<file path="config.mk">
export PLATFORM = sky130hd
export DESIGN_NAME = sobel_stream_ctrl_flat
export DESIGN_NICKNAME = d
export VERILOG_FILES = /design/src/rtl/sobel_stream_ctrl_if.sv /design/src/rtl/sobel_stream_ctrl.sv /design/src/flat_wrapper.sv
export SDC_FILE = /design/constraint.sdc
export NUM_CORES = 1
export LEC_CHECK = 0
export CORE_UTILIZATION = 62
export DETAILED_ROUTE_END_ITERATION = 8
export DONT_BUFFER_PORTS = 1
export MAX_ROUTING_LAYER = met4
export PLACE_DENSITY = 0.82
export REMOVE_ABC_BUFFERS = 1
export SLEW_MARGIN = 20
export SYNTH_ARGS = -nofsm -noshare
export SYNTH_HDL_FRONTEND = slang
export SYNTH_SLANG_ARGS = --single-unit
</file>
<file path="constraint.sdc">
create_clock -name clock -period 2.23 [get_ports clock]
set_clock_uncertainty 0.05 [all_clocks]
set_input_delay 0.446 -clock clock [delete_from_list [all_inputs] [get_ports clock]]
set_output_delay 0.446 -clock clock [all_outputs]
set_load 0.02 [all_outputs]
</file>
<file path="src/rtl/sobel_stream_ctrl_if.sv">
// Stream-side signals of the sobel sequencer: input FIFO pop, window shift, sobel magnitude, output FIFO push.
// The master modport is the sequencer; the slave modport is the FIFO/datapath side.
interface sobel_stream_ctrl_if #(
  parameter int DWIDTH = 8
);
  logic              fifo_in_rd_en;
  logic [DWIDTH-1:0] fifo_in_dout;
  logic              fifo_in_empty;
  logic              win_shift_en;
  logic [DWIDTH-1:0] win_din;
  logic [DWIDTH-1:0] sobel_mag;
  logic              fifo_out_wr_en;
  logic [DWIDTH-1:0] fifo_out_din;
  logic              fifo_out_full;

  modport master (
    output fifo_in_rd_en, win_shift_en, win_din, fifo_out_wr_en, fifo_out_din,
    input  fifo_in_dout, fifo_in_empty, sobel_mag, fifo_out_full
  );

  modport slave (
    input  fifo_in_rd_en, win_shift_en, win_din, fifo_out_wr_en, fifo_out_din,
    output fifo_in_dout, fifo_in_empty, sobel_mag, fifo_out_full
  );
endinterface

</file>
<file path="src/rtl/sobel_stream_ctrl.sv">
// Prime/run/flush sequencer for the sobel 3x3 window datapath; one output pixel per input pixel.
// Define SOBEL_BORDER_ZERO_EN to force output pixels on the frame border to zero.
module sobel_stream_ctrl #(
  parameter int WIDTH  = 720,
  parameter int HEIGHT = 540,
  parameter int DWIDTH = 8
) (
  input  logic                clock,
  input  logic                reset,
  sobel_stream_ctrl_if.master io,
  output logic                busy,
  output logic                frame_done
);
  localparam int NPIX   = WIDTH * HEIGHT;
  localparam int NPRIME = WIDTH + 1;
  localparam int NRUN   = NPIX - NPRIME;
  localparam int CW     = $clog2(NPIX);
  localparam int XW     = $clog2(WIDTH);
  localparam int YW     = $clog2(HEIGHT);

  typedef enum logic [1:0] {PRIME, RUN, FLUSH} state_e;

  state_e        state_q, state_d;
  logic [CW-1:0] cnt_q, cnt_d;
  logic [XW-1:0] out_x_q, out_x_d;
  logic [YW-1:0] out_y_q, out_y_d;
  logic          out_valid_q, out_valid_d;
  logic          frame_done_q, frame_done_d;

  logic              src_ok, step, wr, produce, phase_last, x_last, y_last;
  logic [DWIDTH-1:0] mag_out;

  always_ff @(posedge clock) begin
    if (reset) begin
      state_q      <= PRIME;
      cnt_q        <= '0;
      out_x_q      <= '0;
      out_y_q      <= '0;
      out_valid_q  <= 1'b0;
      frame_done_q <= 1'b0;
    end else begin
      state_q      <= state_d;
      cnt_q        <= cnt_d;
      out_x_q      <= out_x_d;
      out_y_q      <= out_y_d;
      out_valid_q  <= out_valid_d;
      frame_done_q <= frame_done_d;
    end
  end

  always_comb begin
    // Handshakes are held off during reset so an abandoned frame never pushes or pops.
    src_ok  = (state_q == FLUSH) || !io.fifo_in_empty;
    step    = !reset && src_ok && (!out_valid_q || !io.fifo_out_full);
    wr      = !reset && out_valid_q && !io.fifo_out_full;
    produce = step && (state_q != PRIME);
    x_last  = (out_x_q == XW'(WIDTH - 1));
    y_last  = (out_y_q == YW'(HEIGHT - 1));

    phase_last = 1'b0;
    case (state_q)
      PRIME:   phase_last = (cnt_q == CW'(NPRIME - 1));
      RUN:     phase_last = (cnt_q == CW'(NRUN - 1));
      FLUSH:   phase_last = (cnt_q == CW'(NPRIME - 1));
      default: phase_last = 1'b1;
    endcase

    state_d = state_q;
    cnt_d   = cnt_q;
    if (step) begin
      if (phase_last) begin
        cnt_d = '0;
        case (state_q)
          PRIME:   state_d = RUN;
          RUN:     state_d = FLUSH;
          default: state_d = PRIME;
        endcase
      end else begin
        cnt_d = cnt_q + CW'(1);
      end
    end

    // A write and a new producing step in the same cycle keep the output slot occupied.
    out_valid_d  = produce || (out_valid_q && !wr);
    frame_done_d = wr && x_last && y_last;

    out_x_d = out_x_q;
    out_y_d = out_y_q;
    if (wr) begin
      if (x_last) begin
        out_x_d = '0;
        out_y_d = y_last ? '0 : out_y_q + YW'(1);
      end else begin
        out_x_d = out_x_q + XW'(1);
      end
    end
  end

`ifdef SOBEL_BORDER_ZERO_EN
  logic border;
  always_comb begin
    border  = (out_x_q == '0) || x_last || (out_y_q == '0) || y_last;
    mag_out = border ? '0 : io.sobel_mag;
  end
`else
  assign mag_out = io.sobel_mag;
`endif

  always_comb begin
    io.fifo_in_rd_en  = step && (state_q != FLUSH);
    io.win_shift_en   = step;
    io.win_din        = (state_q == FLUSH) ? '0 : io.fifo_in_dout;
    io.fifo_out_wr_en = wr;
    io.fifo_out_din   = mag_out;
  end

  assign busy       = (state_q != PRIME) || (cnt_q != '0);
  assign frame_done = frame_done_q;
endmodule

</file>
<file path="src/flat_wrapper.sv">
// flat-port wrapper written by rule: the top's interface ports become plain ports
module sobel_stream_ctrl_flat 
#(
  parameter int WIDTH  = 720,
  parameter int HEIGHT = 540,
  parameter int DWIDTH = 8
)
  (clock, reset, busy, frame_done, io_fifo_in_rd_en, io_win_shift_en, io_win_din, io_fifo_out_wr_en, io_fifo_out_din, io_fifo_in_dout, io_fifo_in_empty, io_sobel_mag, io_fifo_out_full);
  sobel_stream_ctrl_if #(.DWIDTH(DWIDTH)) io_i ();
  input  logic clock;
  input  logic reset;
  output logic busy;
  output logic frame_done;
  output wire logic [$bits(io_i.fifo_in_rd_en)-1:0] io_fifo_in_rd_en;
  output wire logic [$bits(io_i.win_shift_en)-1:0] io_win_shift_en;
  output wire logic [$bits(io_i.win_din)-1:0] io_win_din;
  output wire logic [$bits(io_i.fifo_out_wr_en)-1:0] io_fifo_out_wr_en;
  output wire logic [$bits(io_i.fifo_out_din)-1:0] io_fifo_out_din;
  input wire logic [$bits(io_i.fifo_in_dout)-1:0] io_fifo_in_dout;
  input wire logic [$bits(io_i.fifo_in_empty)-1:0] io_fifo_in_empty;
  input wire logic [$bits(io_i.sobel_mag)-1:0] io_sobel_mag;
  input wire logic [$bits(io_i.fifo_out_full)-1:0] io_fifo_out_full;
  assign io_fifo_in_rd_en = io_i.fifo_in_rd_en;
  assign io_win_shift_en = io_i.win_shift_en;
  assign io_win_din = io_i.win_din;
  assign io_fifo_out_wr_en = io_i.fifo_out_wr_en;
  assign io_fifo_out_din = io_i.fifo_out_din;
  assign io_i.fifo_in_dout = io_fifo_in_dout;
  assign io_i.fifo_in_empty = io_fifo_in_empty;
  assign io_i.sobel_mag = io_sobel_mag;
  assign io_i.fifo_out_full = io_fifo_out_full;
  sobel_stream_ctrl #(.WIDTH(WIDTH), .HEIGHT(HEIGHT), .DWIDTH(DWIDTH)) u_core (.clock(clock), .reset(reset), .io(io_i), .busy(busy), .frame_done(frame_done));
endmodule
</file>
==> qor.yml <==
worst_hold_path:
  hold_class: "primary input to register"
  hp-start: "reset"
  whs_path_depth: 1
  holdPathEnd: "u_core.out_valid_q$_SDFF_PP0_"
floorplanning:
  row_count: 21
  core_um2: 3420
  die_w_um: 62.3
  initial_core_util_pct: 66.0
  io_pins: 41
  die_area_um2: 3880
  die-height_um: 62.3
yosys:
  ys_warn_count: 0
  synth_fa_ha_area_share_pct: 2.22
  synth_top_family_by_area: "simple AND/OR/NAND/NOR gates"
  syn-mean-instance-area_um2: 8.23
  ys_ff_latch: 43
  ys_dominant_reg_cell: "dfxtp_1"
  syn_area_um2: 2250
  yosys.area_share.simple_pct: 34.3
  synthXorXnorAreaFrac_pct: 12.4
  yosysSeqAreaShare_pct: 38.2
  synthArstFlopShare_pct: 0
  synth-compound-area-share_pct: 7.05
  synth_edf_count: 0
  yosysUniqueCellTypes: 44
  synth_cells: 274
  synth_mux_area_share_pct: 0.444
global_route:
  grt_pass1_vias: 1792
  grt_max_degree: 16
  grt_overflow_total: 0
  grt_pass1_wl_mm: 8.04
  antenna_found_initial: 0
  grtUsageTotal_pct: 26.8
worst_setup_path:
  slowest_delay_ps: 560
  path_cells: "or4_4 -> nor3_2 -> nand4_1 -> or3_4"
  reg2reg_slack_ps: 280
  reg2regPathDepth: 6
  reg2reg_to: "u_core.out_y_q[9]$_SDFFE_PP0P_"
  cp-start-kind: "register"
  crit_type: "register to primary output"
  crit_arrival_ps: 1850
  slowest_stage: "or4_4"
  cp.required_ps: 1730
  end_kind: "primary output"
  cp_max_fo: 2
  rr_startpoint: "u_core.out_x_q[0]$_SDFFE_PP0P_"
pwr:
  p_int_mw: 1.15
  seq_power_share_pct: 53.5
  comb_power_share_pct: 5.1
  powerDensity_nw_per_um2: 600
  power.share.clock_pct: 41.4
  p_sw_uw: 310
  ir_drop_mv: 0.377
  swShare_pct: 21.3
  total_leakage_power_nw: 0.893
  total_power_mw: 1.46
clock_network:
  cts_tree: "yes"
  clock_latency_ps: 360
  root_buffer: "clkbuf_4"
  clock-sinks: 43
  clkSlewWorstSetupHoldPaths_ps: 130
  clk_path_buf_depth: 2
  numCtsBuffers: 5
  cts-htree-levels: 2
timing:
  fmax_mhz: 426
  setup_slack_ps: -119
  fin_crit_sh_pct: 105
  tightest_slew_ps: 607
  rsz0062_at_grt: "true"
  finalHoldViolations: 0
  drv_slew: 0
  setup_viol: 1
  maxSlewHeadroom_pct: 58.5
  timing.final.crit_period_ps: 2350
outcome:
  violations: "setup timing"
  status: "finished, violations left"
route:
  vias_per_cell: 5.87
  dr.pass1.iters: 4
  ant_nets: 0
  drc: 0
  wl_mm: 4.69
  routedWlPerCell_um: 14.5
  drt_iter0_drc: 182
  route.vias.total: 1895
finish:
  final_area_um2: 2430
  n_antenna_cell: 0
  area_delta_synth_final_pct: 7.66
  fin_util_pct: 71.1
  nets: 300
  drive_gt1_share_pct: 11.6
placement:
  placed_cell_area_um2: 2300
  pre_cts_slack_ps: 89.0
  portBuffers: 0
  gp_congestion: 0.947
  dp_hpwl_mm: 3.27
flow_run:
  maxCapViolCount: 0
power groups by stage:
| stage | clock, mW | sequential, mW | combinational [mW] |
|---|---|---|---|
| 2_1_floorplan | 0 | 0.793 | 0.0568 |
| 3_3_place_gp | 0 | 0.796 | 0.0703 |
| 3_5_place_dp | 0 | 0.796 | 0.0708 |
| 4_1_cts | 0.606 | 0.779 | 0.0742 |
| 5_1_grt | 0.649 | 0.780 | 0.0811 |
| 6_report | 0.602 | 0.779 | 0.0741 |
cells in the mapped netlist, types with 3 or more instances:
| library cell | number | share of area [%] |
|---|---|---|
| a21oi_1 | 8 | 1.8 |
| and2_1 | 10 | 2.8 |
| buf_4 | 8 | 2.7 |
| clkbuf_1 | 9 | 1.5 |
| dfxtp_1 | 43 | 38 |
| ha_1 | 4 | 2.2 |
| inv_1 | 4 | 0.67 |
| nand2_1 | 19 | 3.2 |
| nand3_1 | 10 | 2.2 |
| nand4_1 | 23 | 6.4 |
| nor2_1 | 49 | 8.2 |
| nor3_1 | 11 | 2.4 |
| nor4_1 | 3 | 0.83 |
| or3_1 | 3 | 0.83 |
| xnor2_1 | 6 | 2.3 |
| xor2_1 | 26 | 10 |
timing repair:
item	4_1_cts	5_1_grt
hold buffers	0	0
hold endpoints to repair	0	0
gates cloned	0	0
gates resized for setup	4	1
endpoints found under the setup margin	1	2
setup buffers	2	0
pin swaps	1	0
layout make-up:
cell class | instances | area (um^2)
Multi-Input combinational cell | 207 | 1280
Fill cell | 274 | 988
Sequential cell | 43 | 863
Timing Repair Buffer | 13 | 97.6
Clock inverter | 2 | 60.1
Tap cell | 46 | 57.6
Clock buffer | 6 | 41.3
Inverter | 6 | 22.5
cell usage in the layout, fill, tap and decap left out, drive strengths merged:
master / count
nor2: 49
dfxtp: 43
xor2: 26
nand4: 23
nand2: 19
buf: 13
nor3: 11
and2: 10
nand3: 10
a21oi: 8
xnor2: 6
clkbuf: 6
inv: 6
ha: 4
nor4: 4
or3: 3
or3b: 2
nand2b: 2
a21o: 2
nor2b: 2
nor3b: 2
nand4b: 2
and4: 2
and3: 2
o21ai: 2
bufinv: 2
or4: 2
o21bai: 2
a2111oi: 2
a211oi: 2
o221ai: 1
a31oi: 1
and4b: 1
or2: 1
nand3b: 1
o31ai: 1
mux2i: 1
a22oi: 1
critical path, delay by kind of cell (launching register included):
kind / cells / cell delay, ps
and+or+nand+nor: 4 / 1160
DFF: 1 / 340
state kept, by name, indices dropped and copies added, names as in the netlist:
name and flops:
u_core.cnt_q 19, u_core.frame_done 1, u_core.out_valid_q 1, u_core.out_x_q 10
u_core.out_y_q 10, u_core.state_q 2
kinds of logic after synthesis:
| kind of cell | Yosys count |
|---|---|
| AND/OR/NAND/NOR | 148 |
| adder cells (fa/ha/maj) | 4 |
| buffers and inverters | 24 |
| multiplexers | 1 |
| XOR/XNOR | 32 |
| AO/OA/AOI/OAI | 22 |
| flip-flops | 43 |
worst max path at each step:
stage,slack [ps],endpoint,startpoint
floorplan,180,busy,u_core.cnt_q[14]$_SDFFE_PP0N_
global placement,140,busy,u_core.cnt_q[14]$_SDFFE_PP0N_
detailed placement,90,busy,u_core.cnt_q[14]$_SDFFE_PP0N_
CTS,-110,busy,u_core.cnt_q[14]$_SDFFE_PP0N_
global route,-190,busy,u_core.cnt_q[14]$_SDFFE_PP0N_
finish,-120,busy,u_core.cnt_q[14]$_SDFFE_PP0N_
metal layers:
| metal | global-route usage, % | wire length [um] |
|---|---|---|
| met5 | - | 0 |
| met4 | 10.2 | 78 |
| met3 | 7.90 | 274 |
| met2 | 43.5 | 2260 |
| met1 | 31.2 | 2080 |
metrics by stage:
step | hold WS, ps | instances | TNS (ps)
2_1_floorplan | 421 | 256 | 0
3_3_place_gp | 436 | 313 | 0
3_5_place_dp | 467 | 313 | 0
4_1_cts | 82.0 | 323 | -111
5_1_grt | 63.1 | 323 | -188
6_report | 85.7 | 323 | -119
Power figures use the tool's default switching activity.
